--- src/rtl/gcd_if.sv ---
// Handshake and operand/result bundle for gcd_engine.
// The iter_cnt signal exists only when GCD_ITER_CNT_EN is defined.
interface gcd_if #(
   parameter int WIDTH = 8
) ();
   logic             start;
   logic [WIDTH-1:0] a_in;
   logic [WIDTH-1:0] b_in;
   logic             busy;
   logic             done;
   logic [WIDTH-1:0] result;
   logic             zero_err;
`ifdef GCD_ITER_CNT_EN
   logic [WIDTH-1:0] iter_cnt;
`endif

   modport master (
      output start, a_in, b_in,
      input  busy, done, result, zero_err
`ifdef GCD_ITER_CNT_EN
      , input iter_cnt
`endif
   );

   modport slave (
      input  start, a_in, b_in,
      output busy, done, result, zero_err
`ifdef GCD_ITER_CNT_EN
      , output iter_cnt
`endif
   );
endinterface

--- src/rtl/gcd_engine.sv ---
// Subtract-based Euclid GCD with start/busy/done handshake and zero-operand handling.
// Optional iteration counter output enabled by defining GCD_ITER_CNT_EN.
module gcd_engine #(
   parameter int WIDTH = 8
) (
   input  logic clk,
   input  logic rst_n,
   gcd_if.slave bus
);
   typedef enum logic [1:0] {
      IDLE = 2'd0,
      RUN  = 2'd1,
      DONE = 2'd2
   } state_t;

   state_t           state_reg;
   state_t           state_next;
   logic [WIDTH-1:0] a_reg;
   logic [WIDTH-1:0] b_reg;
   logic [WIDTH-1:0] result_reg;
   logic             zero_err_reg;
   logic             busy_reg;
   logic             done_reg;
   logic             operand_zero;
   logic             operands_equal;
   logic             finish;

   assign operand_zero   = (a_reg == '0) || (b_reg == '0);
   assign operands_equal = (a_reg == b_reg);
   // Zero operands are resolved in the first RUN cycle so every operation shares the same minimum latency.
   assign finish         = operand_zero || operands_equal;

   always_ff @(posedge clk or negedge rst_n) begin
      if (!rst_n) begin
         state_reg <= IDLE;
      end else begin
         state_reg <= state_next;
      end
   end

   always_comb begin
      state_next = state_reg;
      case (state_reg)
         IDLE:    if (bus.start) state_next = RUN;
         RUN:     if (finish) state_next = DONE;
         DONE:    state_next = IDLE;
         default: state_next = IDLE;
      endcase
   end

   always_ff @(posedge clk or negedge rst_n) begin
      if (!rst_n) begin
         a_reg        <= '0;
         b_reg        <= '0;
         result_reg   <= '0;
         zero_err_reg <= 1'b0;
         busy_reg     <= 1'b0;
         done_reg     <= 1'b0;
      end else begin
         busy_reg <= (state_next != IDLE);
         done_reg <= (state_next == DONE);
         case (state_reg)
            IDLE: begin
               if (bus.start) begin
                  a_reg        <= bus.a_in;
                  b_reg        <= bus.b_in;
                  zero_err_reg <= 1'b0;
               end
            end
            RUN: begin
               if (finish) begin
                  // With one operand zero a|b is the other; with equal operands it is either one.
                  result_reg   <= a_reg | b_reg;
                  zero_err_reg <= (a_reg == '0) && (b_reg == '0);
               end else if (a_reg > b_reg) begin
                  a_reg <= a_reg - b_reg;
               end else begin
                  b_reg <= b_reg - a_reg;
               end
            end
            default: ;
         endcase
      end
   end

`ifdef GCD_ITER_CNT_EN
   logic [WIDTH-1:0] iter_cnt_reg;

   always_ff @(posedge clk or negedge rst_n) begin
      if (!rst_n) begin
         iter_cnt_reg <= '0;
      end else if (state_reg == IDLE && bus.start) begin
         iter_cnt_reg <= '0;
      end else if (state_reg == RUN && !finish && iter_cnt_reg != '1) begin
         iter_cnt_reg <= iter_cnt_reg + 1'b1;
      end
   end

   assign bus.iter_cnt = iter_cnt_reg;
`endif

   assign bus.busy     = busy_reg;
   assign bus.done     = done_reg;
   assign bus.result   = result_reg;
   assign bus.zero_err = zero_err_reg;
endmodule

--- src/flat_wrapper.sv ---
// flat-port wrapper written by rule: the top's interface ports become plain ports
module gcd_engine_flat 
#(
   parameter int WIDTH = 8
)
  (clk, rst_n, bus_start, bus_a_in, bus_b_in, bus_busy, bus_done, bus_result, bus_zero_err);
  gcd_if #(.WIDTH(WIDTH)) bus_i ();
  input  logic clk;
  input  logic rst_n;
  input wire logic [$bits(bus_i.start)-1:0] bus_start;
  input wire logic [$bits(bus_i.a_in)-1:0] bus_a_in;
  input wire logic [$bits(bus_i.b_in)-1:0] bus_b_in;
  output wire logic [$bits(bus_i.busy)-1:0] bus_busy;
  output wire logic [$bits(bus_i.done)-1:0] bus_done;
  output wire logic [$bits(bus_i.result)-1:0] bus_result;
  output wire logic [$bits(bus_i.zero_err)-1:0] bus_zero_err;
  assign bus_i.start = bus_start;
  assign bus_i.a_in = bus_a_in;
  assign bus_i.b_in = bus_b_in;
  assign bus_busy = bus_i.busy;
  assign bus_done = bus_i.done;
  assign bus_result = bus_i.result;
  assign bus_zero_err = bus_i.zero_err;
  gcd_engine #(.WIDTH(WIDTH)) u_core (.clk(clk), .rst_n(rst_n), .bus(bus_i));
endmodule
--- config.mk ---
export PLATFORM = sky130hd
export DESIGN_NAME = gcd_engine_flat
export DESIGN_NICKNAME = d
export VERILOG_FILES = /design/src/rtl/gcd_if.sv /design/src/rtl/gcd_engine.sv /design/src/flat_wrapper.sv
export SDC_FILE = /design/constraint.sdc
export NUM_CORES = 1
export LEC_CHECK = 0
export CAP_MARGIN = 20
export CORE_UTILIZATION = 55
export CTS_CLUSTER_DIAMETER = 150
export DETAILED_ROUTE_END_ITERATION = 10
export GPL_ROUTABILITY_DRIVEN = 0
export PLACE_DENSITY = 0.79
export SYNTH_ARGS = -nofsm -noshare
export SYNTH_HDL_FRONTEND = slang
export SYNTH_SLANG_ARGS = --single-unit
--- constraint.sdc ---
create_clock -name clk -period 2.7 [get_ports clk]
set_input_delay 0.405 -clock clk [delete_from_list [all_inputs] [get_ports clk]]
set_output_delay 0.405 -clock clk [all_outputs]
set_load 0.005 [all_outputs]
==> summary.md <==
| Metric | Value |
|---|---|
| Register bit total from synthesis | 29 |
| Slew @ Worst Pin | 0.636 ns |
| Die area | 4280 um^2 |
| Via count | 1657 |
| Worst Path Required | 2.88 ns |
| Cts repair resizes | 0 |
| CTS tree | done |
| Setup violators final | 0 |
| Area growth syn-to-layout | 19.1% |
| Worst EP arrival | 2.76 ns |
| NumNets Final | 298 |
| WL per Instance | 15.5 um |
| Max frequency | 387 MHz |
| Placed instance count | 295 |
| Top cell type's share of synthesized area | 32.8% |
| Setup TNS | 0 ns |
| Register area | 726 um^2 |
| EDFF count, synth | 0 |
| Final Max Slew Viols | 0 |
| Chip width | 65.5 um |
| CP Class | reg2reg |
| Clock Path Buffers | 2 |
| PortBufs | 29 |
| Clock sink count | 29 |
| Max FO, Critical Path | 9 |
| Final Cycle Share | 95.6% |
| # DRC | 0 |
| Largest net degree at the start of global routing | 30 |
| Initial cell density of the core | 58.7% |
| Diode count | 0 |
| Mapped Area | 2210 um^2 |
| Maximum level of the CTS H-tree | 2 |
| Latest clock arrival within the worst-skew pair | 0.29 ns |
| Synth area leader | dfrtp_1 |
| Synth Flop Type | dfrtp_1 |
| Post-Layout Cell Count | 303 |
| Share of cells above drive strength 1 | 18.4% |
| Site Rows | 22 |
| Fin. Hold Viols | 0 |
| Syn Nets | 265 |
| Post-Layout Inst Area | 2640 um^2 |
| Post-layout min period | 2.58 ns |
| Synth Instances | 221 |
| Die Ht | 65.5 um |
| CP Capture Type | register |
| Root Driver | clkbuf_8 |
| Status | finished, final reports clean |
| Max cap viols | 0 |
| Seq/Total Area, Yosys | 32.8% |
| Core Footprint | 3770 um^2 |
| Ys Warns | 0 |
| Filler cells | 314 |
| RSZ-0062 raised after global routing | false |
| Met1 Wirelength | 2260 um |
| Total Routing Usage GR | 25.6% |
| Synth cell types | 36 |
| Max Used Layer | met4 |
| Via-per-instance ratio | 5.47 |
| Post-DP HPWL | 3510 um |
| Vias in the first global route | 1659 |
| Met2 routed WL | 2120 um |
| Final wirelength | 4690 um |
| Antenna-violating nets left | 0 |
| Area of the multi-input gates | 1320 um^2 |
| Met3 WL | 206 um |
| Remaining Overflow, GRT | 0 |
| Synth area leaders | dfrtp_1, ha_1, mux2_4, mux2i_1, inv_1 |
| CTS Hold Bufs | 0 |
| Clock skew | 0.00249 ns |
| Fin worst setup slack | 0.119 ns |
| Slew headroom | 57.6% |
| Number of CTS-inserted buffers | 5 |
| Async SR Flop Fraction | 100% |
| Reg clk slew, reported paths | 0.07 ns |
| Syn avg cell area | 10.0 um^2 |
| First-pass GRT wire length | 7890 um |
| DRT iter0 DRCs | 81 |
| Antenna violations before repair | 0 |
| Pre-Repair DR Iteration Count | 4 |
| Post-placement cell area | 2550 um^2 |
| Setup Buffers After CTS | 0 |
| Dpl ws | 0.147 ns |
| # IOs | 30 |
| HP Class | reg2reg |
| Startpoint types | register |
layout make-up:
| type | count | share of cell area [%] |
|---|---|---|
| clock buffer | 5 | 2.61 |
| clock inverter | 3 | 0.664 |
| inverter | 24 | 3.42 |
| multi-input combinational | 156 | 50.0 |
| sequential | 29 | 27.5 |
| tap | 48 | 2.28 |
| timing repair buffer | 38 | 13.6 |
path summary, 6_finish.rpt:
check	start	end	slack, ns	cells after the start
worst max-delay path	u_core.b_reg[5]	u_core.b_reg[3]	0.12	8
worst min-delay path	u_core.bus.result[1]	u_core.bus.result[1]	0.48	2
worst max register to register	u_core.b_reg[5]	u_core.b_reg[3]	0.12	8
worst min register to register	u_core.bus.result[1]	u_core.bus.result[1]	0.48	2
max in group asynchronous	rst_n	u_core.a_reg[7]	1.91	2
min in group asynchronous	rst_n	u_core.bus.busy	0.50	2
worst max-delay path, stage by stage (launching register included):
cell and delay [ns]:
dfrtp_1 0.39, inv_1 0.09, ha_1 0.43, or4_4 0.60
nand2b_4 0.18, nand4_4 0.10, nor2_1 0.09, o2bb2ai_4 0.24
mux2_4 0.34
cells in the final DEF (no fill, tap or decap), types with 2 or more instances in the layout:
master,n
clkdlybuf4s50_1,29
dfrtp_1,29
inv_1,24
ha_1,23
nand2_1,21
a21oi_1,13
nor2_1,11
mux2i_1,10
xnor2_1,9
o21ai_0,9
mux2_4,9
buf_4,9
nor4_1,8
o21ai_2,8
o21bai_1,5
clkbuf_8,5
nand2b_1,4
nor3_1,4
a31o_2,2
o21ba_2,2
o31ai_1,2
a211o_2,2
o211ai_1,2
fa_1,2
clkinv_2,2
cells by family (layout without fill, tap and decap cells):
logic type	Yosys count	in the layout	share of synthesized area, %
XOR/XNOR	10	10	3.96
buffers and inverters	36	70	7.74
AND/OR/NAND/NOR	52	52	12.2
adder cells (fa/ha/maj)	25	25	14.8
AO/OA/AOI/OAI	50	50	17.9
flip-flops	29	29	32.8
multiplexers	19	19	10.6
synthesized netlist by cell type, types with 2 or more instances:
cell type and number:
a211o_2 2, a21oi_1 13, a31o_2 2, buf_2 4
buf_6 2, clkbuf_1 4, dfrtp_1 29, fa_1 2
ha_1 23, inv_1 24, mux2_4 9, mux2i_1 10
nand2_1 21, nand2b_1 4, nor2_1 11, nor3_1 4
nor4_1 8, o211ai_1 2, o21ai_0 9, o21ai_2 8
o21ba_2 2, o21bai_1 5, o31ai_1 2, xnor2_1 9
per-layer routing:
| metal | vias up | GRT usage, % |
|---|---|---|
| met5 | - | 0 |
| met4 | 0 | 12.2 |
| met3 | 12 | 6.08 |
| met2 | 44 | 40.1 |
| met1 | 785 | 33.0 |
| li1 | 816 | - |
per-stage QoR:
stage | util, % | hold WS, ns
after global routing | 69.9 | 0.495
after global placement | 67.7 | 0.460
after CTS | 69.9 | 0.481
final | 69.9 | 0.475
after floorplan | - | 0.109
after detailed placement | 67.7 | 0.466
Power is left out: the tool's default activity adds up to more than one toggle a clock period on the data nets, which glitch-free logic cannot reach.
